### src/rtl/bcd_a_siete_segmentos_if.sv
// Display-driver bus: the packed BCD value with its load strobe, plus the multiplexed
// segment, digit-enable and error outputs. The master drives the value, the slave drives the display.
interface bcd_a_siete_segmentos_if;
   logic [7:0] bcd_input;
   logic       load;
   logic [6:0] seg_output;
   logic [1:0] digit_enable;
   logic       bcd_error;

   modport master (
      output bcd_input, load,
      input  seg_output, digit_enable, bcd_error
   );

   modport slave (
      input  bcd_input, load,
      output seg_output, digit_enable, bcd_error
   );
endinterface

### src/rtl/bcd_a_siete_segmentos.sv
// Two-digit multiplexed common-anode 7-segment driver for a packed BCD value.
// Optional macro LEADING_ZERO_BLANK_EN blanks the tens digit while it is zero.
module bcd_a_siete_segmentos #(
   parameter int REFRESH_DIV = 50000
) (
   input logic                     clk,
   input logic                     rst,
   bcd_a_siete_segmentos_if.slave  bus
);

   typedef enum logic {SHOW_UNITS, SHOW_TENS} state_t;

   localparam int CNT_W = (REFRESH_DIV > 1) ? $clog2(REFRESH_DIV) : 1;
   localparam logic [CNT_W-1:0] CNT_MAX = CNT_W'(REFRESH_DIV - 1);

   logic [CNT_W-1:0] cnt;
   logic             tick;
   state_t           state;
   logic [7:0]       value;
   logic [3:0]       nibble;
   logic             blank;
   logic [6:0]       seg_next;
   logic [1:0]       en_next;

   function automatic logic [6:0] decode(input logic [3:0] d);
      case (d)
         4'd0:    decode = 7'b1000000;
         4'd1:    decode = 7'b1111001;
         4'd2:    decode = 7'b0100100;
         4'd3:    decode = 7'b0110000;
         4'd4:    decode = 7'b0011001;
         4'd5:    decode = 7'b0010010;
         4'd6:    decode = 7'b0000010;
         4'd7:    decode = 7'b1111000;
         4'd8:    decode = 7'b0000000;
         4'd9:    decode = 7'b0010000;
         default: decode = 7'b0111111;
      endcase
   endfunction

   assign tick = (cnt == CNT_MAX);

   // NOTE: every variable gets a default at the top of always_comb so no path leaves it unassigned (no latch).
   always_comb begin
      blank    = 1'b0;
      nibble   = (state == SHOW_TENS) ? value[7:4] : value[3:0];
`ifdef LEADING_ZERO_BLANK_EN
      blank    = (state == SHOW_TENS) && (value[7:4] == 4'd0);
`else
      blank    = 1'b0;
`endif
      seg_next = blank ? 7'b1111111 : decode(nibble);
      en_next  = blank ? 2'b00 : ((state == SHOW_TENS) ? 2'b10 : 2'b01);
   end

   // Pins are driven from the current value/state, so a capture or a state change shows one edge later.
   // NOTE: sequential state uses non-blocking assignments so every register samples pre-edge values.
   always_ff @(posedge clk) begin
      if (rst) begin
         value            <= 8'h00;
         cnt              <= '0;
         state            <= SHOW_UNITS;
         bus.seg_output   <= 7'b1111111;
         bus.digit_enable <= 2'b00;
         bus.bcd_error    <= 1'b0;
      end else begin
         if (bus.load)
            value <= bus.bcd_input;
         cnt <= tick ? '0 : cnt + 1'b1;
         case (state)
            SHOW_UNITS: if (tick) state <= SHOW_TENS;
            SHOW_TENS:  if (tick) state <= SHOW_UNITS;
            default:    state <= SHOW_UNITS;
         endcase
         bus.seg_output   <= seg_next;
         bus.digit_enable <= en_next;
         bus.bcd_error    <= (value[7:4] > 4'd9) | (value[3:0] > 4'd9);
      end
   end

endmodule

### src/flat_wrapper.sv
// flat-port wrapper written by rule: the top's interface ports become plain ports
module bcd_a_siete_segmentos_flat 
#(
   parameter int REFRESH_DIV = 50000
)
  (clk, rst, bus_bcd_input, bus_load, bus_seg_output, bus_digit_enable, bus_bcd_error);
  bcd_a_siete_segmentos_if bus_i ();
  input logic clk;
  input logic rst;
  input wire logic [$bits(bus_i.bcd_input)-1:0] bus_bcd_input;
  input wire logic [$bits(bus_i.load)-1:0] bus_load;
  output wire logic [$bits(bus_i.seg_output)-1:0] bus_seg_output;
  output wire logic [$bits(bus_i.digit_enable)-1:0] bus_digit_enable;
  output wire logic [$bits(bus_i.bcd_error)-1:0] bus_bcd_error;
  assign bus_i.bcd_input = bus_bcd_input;
  assign bus_i.load = bus_load;
  assign bus_seg_output = bus_i.seg_output;
  assign bus_digit_enable = bus_i.digit_enable;
  assign bus_bcd_error = bus_i.bcd_error;
  bcd_a_siete_segmentos #(.REFRESH_DIV(REFRESH_DIV)) u_core (.clk(clk), .rst(rst), .bus(bus_i));
endmodule
### config.mk
export PLATFORM = sky130hd
export DESIGN_NAME = bcd_a_siete_segmentos_flat
export DESIGN_NICKNAME = d
export VERILOG_FILES = /design/src/rtl/bcd_a_siete_segmentos_if.sv /design/src/rtl/bcd_a_siete_segmentos.sv /design/src/flat_wrapper.sv
export SDC_FILE = /design/constraint.sdc
export NUM_CORES = 1
export LEC_CHECK = 0
export ABC_AREA = 1
export CELL_PAD_IN_SITES_DETAIL_PLACEMENT = 0
export CELL_PAD_IN_SITES_GLOBAL_PLACEMENT = 1
export CORE_MARGIN = 2
export CORE_UTILIZATION = 30
export DETAILED_ROUTE_END_ITERATION = 10
export PLACE_DENSITY = 0.69
export SETUP_SLACK_MARGIN = 0.2
export SYNTH_ARGS = -nofsm -noshare
export SYNTH_HDL_FRONTEND = slang
export SYNTH_SLANG_ARGS = --single-unit
export TNS_END_PERCENT = 10
### constraint.sdc
create_clock -name clk -period 4.6 [get_ports clk]
set_input_delay 0.69 -clock clk [delete_from_list [all_inputs] [get_ports clk]]
set_output_delay 0.69 -clock clk [all_outputs]
set_load 0.01 [all_outputs]
==> impl_metrics.tcl <==
set metrics [dict create \
    syn_area_per_cell_sq_um 7.60 \
    skew_ns 0.00546 \
    setup_violations 0 \
    maxSlewViolCount 0 \
    yosysTopAreaCellShare_pct 43.1 \
    dp_cells 302 \
    slowest_stage "clkdlybuf4s50_1" \
    io_buffer_count 20 \
    wirelength_microns 3090 \
    grt_max_degree 17 \
    synth-edff-count 0 \
    cp.arrival_ns 1.13 \
    cts.path.max_buffers 2 \
    timing.fmax_ghz 0.548 \
    die_w_microns 77.6 \
    ir_worst_vdd_mv 0.109 \
    fin_nets 257 \
    fillerInstances 535 \
    grt_pass1_wl_microns 5460 \
    outcome "finished, final reports clean" \
    ys_seq_area_share_pct 43.1 \
    diodes 0 \
    synth_area_sq_um 1630 \
    num_vias 1290 \
    path_cells "clkdlybuf4s50_1" \
    final_common_cell "nand2_1" \
    yosysWarnings 0 \
    cp.required_ns 3.91 \
    crit_path_end_kind "output pin" \
    area_growth_pct 21.2 \
    die_area_sq_um 6030 \
    post_route_cells_drive_above_1_share_pct 13.8 \
    min_period_over_period_pct 39.7 \
    cts_tree "done" \
    cts_buffers 5 \
    path_clk_slew_ns 0.07 \
    core_sq_um 5170 \
    syn_nets 232 \
    ant_nets 0 \
    cts_hold_buf 0 \
    antenna_found_initial 0 \
    pwr_density_cell_nw_per_um2 308 \
    ys_top_cells_by_area "dfxtp_1, nand2_1, nor2_1, o21ai_0, ha_1" \
    p_leak_nw 0.734 \
    syn_inst 214 \
    critical-path-max-stage-delay_ns 0.53 \
    drt_pass1_iterations 4 \
    postCtsSetupBuffers 0 \
    slew_headroom_pct 62.9 \
    cts_resized 0 \
    timing.setup.tns_ns 0 \
    drtIter0Drc 38 \
    cp_max_fo 1 \
    place.gp.congestion 0.781 \
    num_rows 26 \
    start_util_pct 31.4 \
    synth_cell_types 27 \
    chipHeight_microns 77.6 \
    tightest_slew_ns 0.550 \
    drc_errors 0 \
    h-tree-depth 2 \
    drv_cap 0 \
    cp-start-kind "register" \
    synth_seq_cells 35 \
    post_drt_wl_per_cell_microns 9.98 \
    grt_pass1_vias 1232 \
    grt_use_total_pct 11.4 \
    hp-class "register to register" \
    crit_family "buffers and inverters" \
    critPathKind "register to output pin" \
    rsz0062_at_grt "no" \
    synthArstFlopShare_pct 0 \
    avgViaCountPerCell 4.16 \
    hpwl_microns 2250 \
    ios 21 \
    synth.largest_area_cell "dfxtp_1" \
    path_buf_inv 1 \
    clockRootBuffer "clkbuf_8" \
    clk_latency_ns 0.28 \
    hold_viol_final 0 \
    final_cell_mix "nand2_1, dfxtp_1, nor2_1" \
    fin_crit_ns 1.82 \
    instances_no_fill 310 \
    synthFlopType "dfxtp_1" \
    overflow 0 \
    clock-sinks 35 \
]
logic make-up (layout without fill, tap and decap cells):
logic type,Yosys count,count (layout),synth area share [%]
AOI/OAI and AO/OA,35,35,12.3
xor gates and xnor gates,5,5,2.69
adders and majority gates,7,7,5.38
buffers and inverters,24,50,6.77
DFF,35,35,43.1
and+or+nand+nor,108,108,29.8
where the power goes:
part | internal (mW) | switching [mW] | total, mW
Sequential | 0.317 | 0.00622 | 0.324
Combinational | 0.0323 | 0.0345 | 0.0668
Clock | 0.106 | 0.111 | 0.217
metrics by stage:
stage | instance area [sq um] | hold slack (ns) | utilization, % | setup WS [ns] | power, mW
3_5_place_dp | 1890 | 0.455 | 36.5 | 2.49 | 0.398
4_1_cts | 1970 | 0.467 | 38.1 | 2.76 | 0.622
5_1_grt | 1970 | 0.504 | 38.1 | 2.63 | 0.642
2_1_floorplan | 1630 | 0.434 | - | 3.10 | 0.368
6_report | 1970 | 0.474 | 38.1 | 2.78 | 0.607
3_3_place_gp | 1890 | 0.451 | 36.5 | 2.50 | 0.398
path summary, 6_finish.rpt:
| path | end | slack (ns) | startpoint | depth (start not counted) |
|---|---|---|---|---|
| worst max register to register | u_core.bus.seg_output[0]$_SDFF_PP1_ | 2.84 | u_core.state$_SDFF_PP0_ | 7 |
| worst max-delay path | bus_bcd_error | 2.78 | u_core.bus.bcd_error$_SDFF_PP0_ | 1 |
| worst min-delay path | u_core.cnt[0]$_SDFF_PP0_ | 0.47 | u_core.cnt[0]$_SDFF_PP0_ | 1 |
| worst min register to register | u_core.cnt[0]$_SDFF_PP0_ | 0.47 | u_core.cnt[0]$_SDFF_PP0_ | 1 |
synthesized netlist by cell type (4+ instances only):
| cell | n |
|---|---|
| inv_1 | 18 |
| xor2_1 | 4 |
| nor2_1 | 30 |
| dfxtp_1 | 35 |
| nand3_1 | 8 |
| ha_1 | 7 |
| nand2_1 | 46 |
| nor2_2 | 12 |
| a21oi_1 | 10 |
| o21ai_0 | 18 |
cell type report:
cell class,instances,area [sq um],area share (%)
Clock buffer,6,72.6,3.68
Clock inverter,2,12.5,0.635
Inverter,22,82.6,4.19
Multi-Input combinational cell,155,816,41.4
Sequential cell,35,701,35.5
Tap cell,70,87.6,4.44
Timing Repair Buffer,20,200,10.2
state kept, by name (all words and copies together), names as in the netlist:
name,count
u_core.cnt,16
u_core.bus.bcd_error,1
u_core.bus.digit_enable,2
u_core.value,8
u_core.state,1
u_core.bus.seg_output,7
layer usage:
layer / up-vias / wire [microns] / track usage (%)
met1: 535 / 1590 / 14.6
met4: 0 / 34 / 5.36
li1: 732 / - / -
met3: 2 / 125 / 3.72
met2: 21 / 1350 / 17.3
met5: - / 0 / 0
(Power assumes the default switching activity.)
